===== src/rtl/alu_issue_queue_pkg.sv =====
// Shared types for the ALU issue queue: opcode constants, tag width and the queue entry layout.
package alu_pkg;

    localparam int PREG_W = 6;

    localparam logic [6:0] OP_R  = 7'b0110011;
    localparam logic [6:0] OP_I  = 7'b0010011;
    localparam logic [6:0] OP_LW = 7'b0000011;
    localparam logic [6:0] OP_SW = 7'b0100011;

    typedef struct packed {
        logic              valid;
        logic [6:0]        opcode;
        logic [2:0]        func3;
        logic [6:0]        func7;
        logic [PREG_W-1:0] ps1;
        logic [PREG_W-1:0] ps2;
        logic [PREG_W-1:0] pd;
        logic              rdy1;
        logic              rdy2;
        logic [31:0]       imm;
    } iq_entry_t;

    // Tag 0 is the hardwired zero register, so a broadcast of 0 never wakes anything.
    function automatic logic tag_hit(input logic wb_valid, input logic [PREG_W-1:0] wb_pd,
                                     input logic [PREG_W-1:0] tag);
        return wb_valid && (wb_pd != '0) && (wb_pd == tag);
    endfunction

    function automatic logic uses_imm(input logic [6:0] opcode);
        return (opcode == OP_I) || (opcode == OP_LW);
    endfunction

endpackage


===== src/rtl/alu_issue_queue_if.sv =====
// Dispatch, wakeup, flush and issue signals of the ALU issue queue.
interface alu_issue_queue_if #(
    parameter int DEPTH  = 8,
    parameter int PREG_W = alu_pkg::PREG_W
);
    localparam int CNT_W = $clog2(DEPTH + 1);

    logic              disp_valid;
    logic              disp_ready;
    logic [6:0]        disp_opcode;
    logic [2:0]        disp_func3;
    logic [6:0]        disp_func7;
    logic [PREG_W-1:0] disp_ps1;
    logic [PREG_W-1:0] disp_ps2;
    logic [PREG_W-1:0] disp_pd;
    logic              disp_rdy1;
    logic              disp_rdy2;
    logic [31:0]       disp_imm;

    logic              wb_valid;
    logic [PREG_W-1:0] wb_pd;
    logic              flush;

    logic              iss_valid;
    logic [6:0]        iss_opcode;
    logic [2:0]        iss_func3;
    logic [6:0]        iss_func7;
    logic [PREG_W-1:0] iss_ps1;
    logic [PREG_W-1:0] iss_ps2;
    logic [PREG_W-1:0] iss_pd;
    logic [31:0]       iss_imm;
    logic [CNT_W-1:0]  count;

    modport master (
        output disp_valid, disp_opcode, disp_func3, disp_func7, disp_ps1, disp_ps2, disp_pd,
               disp_rdy1, disp_rdy2, disp_imm, wb_valid, wb_pd, flush,
        input  disp_ready, iss_valid, iss_opcode, iss_func3, iss_func7, iss_ps1, iss_ps2,
               iss_pd, iss_imm, count
    );

    modport slave (
        input  disp_valid, disp_opcode, disp_func3, disp_func7, disp_ps1, disp_ps2, disp_pd,
               disp_rdy1, disp_rdy2, disp_imm, wb_valid, wb_pd, flush,
        output disp_ready, iss_valid, iss_opcode, iss_func3, iss_func7, iss_ps1, iss_ps2,
               iss_pd, iss_imm, count
    );
endinterface


===== src/rtl/alu_issue_queue_picker.sv =====
// Combinational lowest-index-first picker; index 0 is the oldest entry.
module oldest_ready_picker #(
    parameter int DEPTH = 8
) (
    input  logic [DEPTH-1:0]         req,
    output logic [DEPTH-1:0]         grant,
    output logic [$clog2(DEPTH)-1:0] idx,
    output logic                     any_valid
);
    always_comb begin
        grant     = '0;
        idx       = '0;
        any_valid = 1'b0;
        // Scan downward so the lowest set bit is the final winner.
        for (int i = DEPTH - 1; i >= 0; i--) begin
            if (req[i]) begin
                grant     = '0;
                grant[i]  = 1'b1;
                idx       = ($clog2(DEPTH))'(i);
                any_valid = 1'b1;
            end
        end
    end
endmodule


===== src/rtl/alu_issue_queue.sv =====
// Age-ordered, compacting ALU issue queue: wakeup by tag broadcast, oldest-ready single issue.
module alu_issue_queue #(
    parameter int DEPTH  = 8,
    parameter int PREG_W = alu_pkg::PREG_W
) (
    input  logic            clk,
    input  logic            rst_n,
    alu_issue_queue_if.slave iq
);
    import alu_pkg::*;

    localparam int IDX_W = $clog2(DEPTH);
    localparam int CNT_W = $clog2(DEPTH + 1);

    iq_entry_t [DEPTH-1:0] q;
    iq_entry_t [DEPTH-1:0] q_n;
    iq_entry_t [DEPTH:0]   cand;
    iq_entry_t             new_e;
    iq_entry_t             iss_sel;

    logic [CNT_W-1:0] count_r;
    logic [CNT_W-1:0] count_n;
    logic [DEPTH-1:0] req;
    logic [DEPTH-1:0] grant;
    logic [IDX_W-1:0] pick_idx;
    logic             issue;
    logic             do_disp;

    assign iq.disp_ready = (count_r < CNT_W'(DEPTH));
    assign iq.count      = count_r;
    assign do_disp       = iq.disp_valid && iq.disp_ready;

    always_comb begin
        new_e        = '0;
        new_e.valid  = 1'b1;
        new_e.opcode = iq.disp_opcode;
        new_e.func3  = iq.disp_func3;
        new_e.func7  = iq.disp_func7;
        new_e.ps1    = iq.disp_ps1;
        new_e.ps2    = iq.disp_ps2;
        new_e.pd     = iq.disp_pd;
        new_e.imm    = iq.disp_imm;
        new_e.rdy1   = iq.disp_rdy1 || (iq.disp_ps1 == '0) ||
                       tag_hit(iq.wb_valid, iq.wb_pd, iq.disp_ps1);
        new_e.rdy2   = iq.disp_rdy2 || (iq.disp_ps2 == '0) || uses_imm(iq.disp_opcode) ||
                       tag_hit(iq.wb_valid, iq.wb_pd, iq.disp_ps2);
    end

    // The incoming instruction occupies the first free slot as a candidate, so an
    // already-ready dispatch into an idle queue can be picked in its own cycle.
    // Queued entries are picked on registered readiness; wakeups land next cycle.
    always_comb begin
        cand = '0;
        req  = '0;
        for (int i = 0; i < DEPTH; i++) begin
            if (q[i].valid) begin
                cand[i]      = q[i];
                cand[i].rdy1 = q[i].rdy1 | tag_hit(iq.wb_valid, iq.wb_pd, q[i].ps1);
                cand[i].rdy2 = q[i].rdy2 | tag_hit(iq.wb_valid, iq.wb_pd, q[i].ps2);
                req[i]       = q[i].rdy1 & q[i].rdy2;
            end else if (do_disp && (i == int'(count_r))) begin
                cand[i] = new_e;
                req[i]  = new_e.rdy1 & new_e.rdy2;
            end
        end
    end

    oldest_ready_picker #(.DEPTH(DEPTH)) u_picker (
        .req       (req),
        .grant     (grant),
        .idx       (pick_idx),
        .any_valid (issue)
    );

    always_comb begin
        iss_sel = '0;
        for (int i = 0; i < DEPTH; i++) begin
            if (grant[i]) iss_sel = iss_sel | cand[i];
        end
    end

    // Close the gap left by the issued entry; cand[DEPTH] is always empty.
    always_comb begin
        q_n = cand[DEPTH-1:0];
        for (int i = 0; i < DEPTH; i++) begin
            if (issue && (i >= int'(pick_idx))) q_n[i] = cand[i+1];
        end
    end

    assign count_n = count_r + CNT_W'(do_disp) - CNT_W'(issue);

    always_ff @(posedge clk) begin
        if (!rst_n) begin
            q             <= '0;
            count_r       <= '0;
            iq.iss_valid  <= 1'b0;
            iq.iss_opcode <= '0;
            iq.iss_func3  <= '0;
            iq.iss_func7  <= '0;
            iq.iss_ps1    <= '0;
            iq.iss_ps2    <= '0;
            iq.iss_pd     <= '0;
            iq.iss_imm    <= '0;
        end else if (iq.flush) begin
            q            <= '0;
            count_r      <= '0;
            iq.iss_valid <= 1'b0;
        end else begin
            q            <= q_n;
            count_r      <= count_n;
            iq.iss_valid <= issue;
            if (issue) begin
                iq.iss_opcode <= iss_sel.opcode;
                iq.iss_func3  <= iss_sel.func3;
                iq.iss_func7  <= iss_sel.func7;
                iq.iss_ps1    <= iss_sel.ps1;
                iq.iss_ps2    <= iss_sel.ps2;
                iq.iss_pd     <= iss_sel.pd;
                iq.iss_imm    <= iss_sel.imm;
            end
        end
    end

endmodule


===== src/flat_wrapper.sv =====
// flat-port wrapper written by rule: the top's interface ports become plain ports
module alu_issue_queue_flat import alu_pkg::*;
#(
    parameter int DEPTH  = 8,
    parameter int PREG_W = alu_pkg::PREG_W
)
  (clk, rst_n, iq_disp_valid, iq_disp_opcode, iq_disp_func3, iq_disp_func7, iq_disp_ps1, iq_disp_ps2, iq_disp_pd, iq_disp_rdy1, iq_disp_rdy2, iq_disp_imm, iq_wb_valid, iq_wb_pd, iq_flush, iq_disp_ready, iq_iss_valid, iq_iss_opcode, iq_iss_func3, iq_iss_func7, iq_iss_ps1, iq_iss_ps2, iq_iss_pd, iq_iss_imm, iq_count);
  alu_issue_queue_if #(.DEPTH(DEPTH), .PREG_W(PREG_W)) iq_i ();
  input  logic clk;
  input  logic rst_n;
  input wire logic [$bits(iq_i.disp_valid)-1:0] iq_disp_valid;
  input wire logic [$bits(iq_i.disp_opcode)-1:0] iq_disp_opcode;
  input wire logic [$bits(iq_i.disp_func3)-1:0] iq_disp_func3;
  input wire logic [$bits(iq_i.disp_func7)-1:0] iq_disp_func7;
  input wire logic [$bits(iq_i.disp_ps1)-1:0] iq_disp_ps1;
  input wire logic [$bits(iq_i.disp_ps2)-1:0] iq_disp_ps2;
  input wire logic [$bits(iq_i.disp_pd)-1:0] iq_disp_pd;
  input wire logic [$bits(iq_i.disp_rdy1)-1:0] iq_disp_rdy1;
  input wire logic [$bits(iq_i.disp_rdy2)-1:0] iq_disp_rdy2;
  input wire logic [$bits(iq_i.disp_imm)-1:0] iq_disp_imm;
  input wire logic [$bits(iq_i.wb_valid)-1:0] iq_wb_valid;
  input wire logic [$bits(iq_i.wb_pd)-1:0] iq_wb_pd;
  input wire logic [$bits(iq_i.flush)-1:0] iq_flush;
  output wire logic [$bits(iq_i.disp_ready)-1:0] iq_disp_ready;
  output wire logic [$bits(iq_i.iss_valid)-1:0] iq_iss_valid;
  output wire logic [$bits(iq_i.iss_opcode)-1:0] iq_iss_opcode;
  output wire logic [$bits(iq_i.iss_func3)-1:0] iq_iss_func3;
  output wire logic [$bits(iq_i.iss_func7)-1:0] iq_iss_func7;
  output wire logic [$bits(iq_i.iss_ps1)-1:0] iq_iss_ps1;
  output wire logic [$bits(iq_i.iss_ps2)-1:0] iq_iss_ps2;
  output wire logic [$bits(iq_i.iss_pd)-1:0] iq_iss_pd;
  output wire logic [$bits(iq_i.iss_imm)-1:0] iq_iss_imm;
  output wire logic [$bits(iq_i.count)-1:0] iq_count;
  assign iq_i.disp_valid = iq_disp_valid;
  assign iq_i.disp_opcode = iq_disp_opcode;
  assign iq_i.disp_func3 = iq_disp_func3;
  assign iq_i.disp_func7 = iq_disp_func7;
  assign iq_i.disp_ps1 = iq_disp_ps1;
  assign iq_i.disp_ps2 = iq_disp_ps2;
  assign iq_i.disp_pd = iq_disp_pd;
  assign iq_i.disp_rdy1 = iq_disp_rdy1;
  assign iq_i.disp_rdy2 = iq_disp_rdy2;
  assign iq_i.disp_imm = iq_disp_imm;
  assign iq_i.wb_valid = iq_wb_valid;
  assign iq_i.wb_pd = iq_wb_pd;
  assign iq_i.flush = iq_flush;
  assign iq_disp_ready = iq_i.disp_ready;
  assign iq_iss_valid = iq_i.iss_valid;
  assign iq_iss_opcode = iq_i.iss_opcode;
  assign iq_iss_func3 = iq_i.iss_func3;
  assign iq_iss_func7 = iq_i.iss_func7;
  assign iq_iss_ps1 = iq_i.iss_ps1;
  assign iq_iss_ps2 = iq_i.iss_ps2;
  assign iq_iss_pd = iq_i.iss_pd;
  assign iq_iss_imm = iq_i.iss_imm;
  assign iq_count = iq_i.count;
  alu_issue_queue #(.DEPTH(DEPTH), .PREG_W(PREG_W)) u_core (.clk(clk), .rst_n(rst_n), .iq(iq_i));
endmodule

===== config.mk =====
export PLATFORM = sky130hd
export DESIGN_NAME = alu_issue_queue_flat
export DESIGN_NICKNAME = d
export VERILOG_FILES = /design/src/rtl/alu_issue_queue_pkg.sv /design/src/rtl/alu_issue_queue_if.sv /design/src/rtl/alu_issue_queue_picker.sv /design/src/rtl/alu_issue_queue.sv /design/src/flat_wrapper.sv
export SDC_FILE = /design/constraint.sdc
export NUM_CORES = 2
export LEC_CHECK = 0
export CORE_ASPECT_RATIO = 0.75
export CORE_MARGIN = 2
export CORE_UTILIZATION = 47
export DETAILED_ROUTE_END_ITERATION = 8
export SETUP_SLACK_MARGIN = 0.1
export SYNTH_ARGS = -nofsm -noshare
export SYNTH_HDL_FRONTEND = slang
export SYNTH_SLANG_ARGS = --single-unit

===== constraint.sdc =====
create_clock -name clk -period 9.9 [get_ports clk]
set_clock_uncertainty 0.1 [all_clocks]
set_input_delay 2.475 -clock clk [delete_from_list [all_inputs] [get_ports clk]]
set_output_delay 2.475 -clock clk [all_outputs]
set_load 0.01 [all_outputs]

# Word level (Yosys, flattened, before mapping)

Index checks and enable logic that the tools add are counted.

Add/sub/neg operators: 2
$lt $le $gt $ge: 8
Equality and inequality tests: 27
Mux-type cells: 71
Bitwise gates (word level): 34
Reduce and logical (&&, ||, !) cells: 48

Operators by type and width:

| operator             | count |
|---|---|
| $mux W70             | 23 |
| $mux W69             | 8 |
| $or A69 B69 Y69      | 7 |
| $eq A6 B6 Y1         | 18 |
| $mux W8              | 8 |
| $logic_and A1 B1 Y1  | 35 |
| $mux W1              | 24 |
| $mux W3              | 8 |
| $eq A4 B4 Y1 const A | 4 |
| $or A1 B1 Y1         | 16 |
| $logic_not A6 Y1     | 2 |
| $and A1 B1 Y1        | 9 |
| $ge A3 B3 Y1 const A | 3 |
| $eq A3 B4 Y1 const A | 2 |
| $eq A7 B2 Y1 const B | 1 |
| $eq A7 B5 Y1 const B | 1 |
| $ge A1 B3 Y1 const A | 2 |
| $ge A2 B3 Y1 const A | 2 |
| $logic_or A1 B1 Y1   | 6 |
| $reduce_bool A6 Y1   | 1 |
| $add A4 B1 Y4        | 1 |
| $eq A2 B4 Y1 const A | 1 |
| $logic_not A4 Y1     | 1 |
| $lt A4 B4 Y1 const B | 1 |
| other kinds (5)      | 6 |

Flip-flop bits (word level): 632
Input port bits: 80
Output and inout bits: 73
Word-level logic and storage cells: 279

# Longest topological paths before layout

Word-level depth: 30
Gate-level depth with buffers: 15
Gate-level depth less buffers: 14

# Hierarchy

Synthesis repeated with hierarchy kept, for this count alone.

Cells, all modules: 3626
Area, all modules: 30842.1 µm²

Modules (own cells, without submodules):

| module              | instances | cells each | area an instance (µm²) | seq. area each (µm²) |
|---|---|---|---|---|
| alu_issue_queue     | 1         | 3604       | 30683.2                | 12652.1 |
| oldest_ready_picker | 1         | 22         | 158.9                  | 0.0 |

# Least setup slack after synthesis

No wires, ideal clock.

Path kind: input port to flip-flop
From: input iq_wb_pd[1]
To: register u_core.q[439] (netlist name)
Library setup time: 0.081 ns
Arrival time: 5.617 ns
Data required time: 9.719 ns
Setup slack: 4.102 ns
Cell stages on the path: 15
Path buffers: 7
Cell sequence: buf_4 > or4_4 > o31ai_4 > nor4_1 > buf_4 > o21a_1 > buf_6 > a221o_1 > a311o_1 > buf_4 > a21o_1 > buf_6 > buf_6 > buf_6 > a211oi_2

Longest elaborated chain between the ends: 18
Elaborated cells on any way between the ends: 44
Those cells by class: order compare: 1; eq/ne: 2; mux: 33; bitwise: 1; reduce/logical: 7

Ends and longest elaborated chain:

| what                                         | RTL line                                     | RTL |
|---|---|---|
| start, declared                              | flat_wrapper.sv:22                           | `input wire logic [$bits(iq_i.wb_pd)-1:0] iq_wb_pd;` |
| $reduce_bool A6 Y1                           | alu_issue_queue_pkg.sv:27                    | `return wb_valid && (wb_pd != '0) && (wb_pd == tag);` |
| $logic_and A1 B1 Y1 (2 in series)            | alu_issue_queue_pkg.sv:27                    |  |
| $logic_or A1 B1 Y1, on equally long branches | alu_issue_queue.sv:43, alu_issue_queue.sv:45 |  |
| $and A1 B1 Y1 (*)                            | alu_issue_queue.sv:63                        | `req[i] = new_e.rdy1 & new_e.rdy2;` |
| $mux W1                                      | alu_issue_queue.sv:61                        | `end else if (do_disp && (i == int'(count_r))) begin` |
| $mux W1                                      | alu_issue_queue.sv:56                        | `if (q[i].valid) begin` |
| $mux W3 (8 in series)                        | alu_issue_queue_picker.sv:16                 | `if (req[i]) begin` |
| $ge A3 B3 Y1                                 | alu_issue_queue.sv:86                        | `if (issue && (i >= int'(pick_idx))) q_n[i] = cand[i+1];` |
| $logic_and A1 B1 Y1 (*)                      | alu_issue_queue.sv:86                        |  |
| $mux W70 (*)                                 | alu_issue_queue.sv:86                        |  |
| end signal, assigned                         | alu_issue_queue.sv:109                       | `q <= q_n;` |
| end, declared                                | alu_issue_queue.sv:15                        | `iq_entry_t [DEPTH-1:0] q;` |

Every way passes the cells marked *; elsewhere a longest branch is shown, timed or not.
A chain may end at the register's enable or synchronous reset.

# Worst setup path after layout

From: input iq_wb_pd[0]
To: register u_core.q[452] (netlist name)

Longest elaborated chain between the ends: 18
Elaborated cells on any way between the ends: 54
Those cells by class: order compare: 1; eq/ne: 4; mux: 37; bitwise: 3; reduce/logical: 9

Ends and longest elaborated chain:

| what                                         | RTL line |
|---|---|
| $reduce_bool A6 Y1                           | alu_issue_queue_pkg.sv:27 |
| $logic_and A1 B1 Y1 (2 in series)            | alu_issue_queue_pkg.sv:27 |
| $logic_or A1 B1 Y1, on equally long branches | alu_issue_queue.sv:43, alu_issue_queue.sv:45 |
| $and A1 B1 Y1                                | alu_issue_queue.sv:63 |
| $mux W1                                      | alu_issue_queue.sv:61 |
| $mux W1                                      | alu_issue_queue.sv:56 |
| $mux W3 (8 in series)                        | alu_issue_queue_picker.sv:16 |
| $ge A3 B3 Y1                                 | alu_issue_queue.sv:86 |
| $logic_and A1 B1 Y1                          | alu_issue_queue.sv:86 |
| $mux W70 (*)                                 | alu_issue_queue.sv:86 |

Marks and branches as above.

==> qor.csv <==
metric,value,unit
sequential cell area fraction in the yosys report,40.1,%
global-route usage over all layers,37.2,%
Yosys cell types,60,
Setup TNS,0,ns
"Reg clk slew, reported paths",0.06,ns
Synth Cell Area,31500,um^2
post-synth top area share,40.1,%
clock latency at the later pin of the worst-skew pair,0.62,ns
first-pass GRT wire length,196000,um
Tot Pwr,6.57,mW
critical path launch point,iq_wb_pd[0],
Peak VDD IR,0.130,mV
CP max FO,59,
asr flop ratio synth,0,%
Seq cells post-synth,632,
Slew Limit Fails,0,
fin crit share,72.8,%
Hold Crit Start,u_core.q[548],
post-route cell area,35100,um^2
"top cells by area, synth","dfxtp_1 (40%), a22o_1 (9.3%), nor2_1 (7.6%)",
fmax,139,MHz
Crit Path Class,input port to flop,
Row Count,82,
final setup fails,0,
minimum clock period,7.21,ns
Final WS setup,2.69,ns
Post-layout nets,3584,
Synth Instances,3679,
initial antenna violation count,6,
unrepaired setup endpoints after global routing,false,
hold_buf cts,0,
Initial DRT Pass Iterations,8,
fill cell count,6025,
Root Buffer,clkbuf_16,
drc violations,0,
clock sink count,632,
reg-to-reg startpoint,u_core.iq.count[3],
post-place setup slack,2.19,ns
synth warn,0,
initial drt markers,4770,
"commonest non-fill, non-tap cells in the layout","nor2_1 (637), dfxtp_1 (624), a22o_1 (335)",
DP HPWL,70800,um
via/cell ratio,7.10,
number of synthesized flops with an enable pin,0,
routability cong.,0.960,
total CTS buffers,67,
Pwr per Cell Area,187,nW/um^2
max cap viols,0,
WP data arrival,7.60,ns
largest net degree at the start of global routing,229,
clk buf depth,3,
Placed Area,33000,um^2
LEAKAGE,12.7,nW
worst slew pin tran,1.23,ns
Yosys top cell by area,dfxtp_1,
Synth Area per Inst,8.57,um^2
main flop type after synthesis,dfxtp_1,
die area,69200,um^2
P&R area growth vs syn,11.4,%
status,finished clean,
Register Area,12700,um^2
Starting Density,47.4,%
Post-CTS Setup Bufs,0,
Resized cells post-CTS,0,
Rel. slew slack,18.2,%
DR WL/cell,30.1,um
worst hold margin,0.448,ns
remaining antenna violation count after routing,0,
flop-to-flop setup slack,5.09,ns
chip width,303,um
number of global-route vias before repair,30000,
Mapped Nets,3766,
Hold WC Path Type,flop to flop,
startpoint types,input port,
Buffers on Ports,152,
total gr overflow,0,
"most common cell after layout, fill and taps aside",nor2_1,
footprint of the multi-input gates,17100,um^2
Die H,228,um
DR vias,31500,
Ports,153,
DRT Wirelength,133000,um
Core ar.,66600,um^2
worst endpoint required time,10.29,ns
H-Tree Depth,3,
final hold violations,0,
Crit. End Element,flop,
CTS tree,done,
layout cells sized above 1,7.87,%
==> power breakdown <==
part	internal (mW)	switching, mW
sequential	2.66	0.0911
clock	1.45	1.09
combinational	0.395	0.891
==> cells in the mapped netlist, types with 3 or more instances <==
cell / instances
buf_2: 14
clkbuf_4: 10
inv_1: 14
dfxtp_1: 632
buf_1: 80
a31oi_1: 4
a41oi_1: 70
a22o_1: 335
ha_1: 6
o211ai_1: 4
mux2i_1: 135
a221oi_1: 72
nor3_1: 82
a2bb2oi_1: 67
nand2_1: 82
xor2_1: 52
nor2b_1: 7
o21ai_0: 150
nor4_1: 20
dlygate4sd1_1: 5
clkbuf_1: 333
o221a_2: 63
xnor2_1: 58
a41o_1: 6
nand2b_1: 7
nand4_1: 11
a211oi_2: 10
or3_1: 4
nor2_1: 638
a21o_1: 3
o21ai_1: 7
buf_4: 20
a21oi_1: 80
a22oi_1: 206
and2_1: 8
nand3_1: 132
buf_6: 6
a211oi_1: 205
and3_1: 14
==> per-stage QoR <==
| stage | utilization (%) | cells |
|---|---|---|
| after global placement | 49.6 | 4310 |
| after global routing | 52.8 | 4429 |
| after detailed placement | 49.6 | 4310 |
| after CTS | 52.8 | 4428 |
| after floorplan | - | 3679 |
| final | 52.8 | 4429 |
==> logic make-up after synthesis <==
kind of cell | after synthesis | share of synthesized area [%]
buf+inv | 484 | 6.44
flops | 632 | 40.1
mux | 135 | 4.29
simple gates | 1015 | 13.6
xor+xnor | 110 | 3.06
compound gates | 1296 | 32.2
fa+ha+maj | 7 | 0.302
==> critical path, stage by stage <==
cell and delay, ns:
clkdlybuf4s50_1 0.40, buf_4 0.24, or4_4 0.60, o31ai_4 0.45, nor4_1 0.18, buf_4 0.21
o21a_1 0.37, a21oi_1 0.41, a311o_2 0.88, buf_4 0.86, a21oi_1 0.14, o221a_2 0.33
==> cell type report <==
type | count | share of cell area [%]
clock inverters | 10 | 0.235
flip-flops and latches | 632 | 36.1
inverters | 14 | 0.150
multi-input cells | 2563 | 48.6
diodes | 1 | 0.00712
well taps | 882 | 3.14
clock buffers | 108 | 5.85
repair buffers | 219 | 5.96
==> state kept, by name (all words and copies together) (netlist names) <==
name	flops
u_core.iq.iss_imm	32
u_core.q	560
u_core.iq.iss_valid	1
u_core.iq.iss_func7	7
u_core.iq.count	4
u_core.iq.iss_opcode	7
u_core.iq.iss_ps2	6
u_core.iq.iss_func3	3
u_core.iq.iss_ps1	6
u_core.iq.iss_pd	6
==> path summary, 6_finish.rpt <==
check / endpoint / cells after the start
worst max-delay path: u_core.q[452] / 12
worst min-delay path: u_core.q[548] / 2
worst max register to register: u_core.q[260] / 11
worst min register to register: u_core.q[548] / 2
==> metal layers <==
layer	GRT usage, %	wire [um]	up-vias
met3	10.3	18000	402
met1	53.0	55400	15300
met5	0	50	-
li1	-	-	13400
met2	52.7	54900	2415
met4	14.9	5100	6
Note: power is estimated with default switching activity, not from simulation.
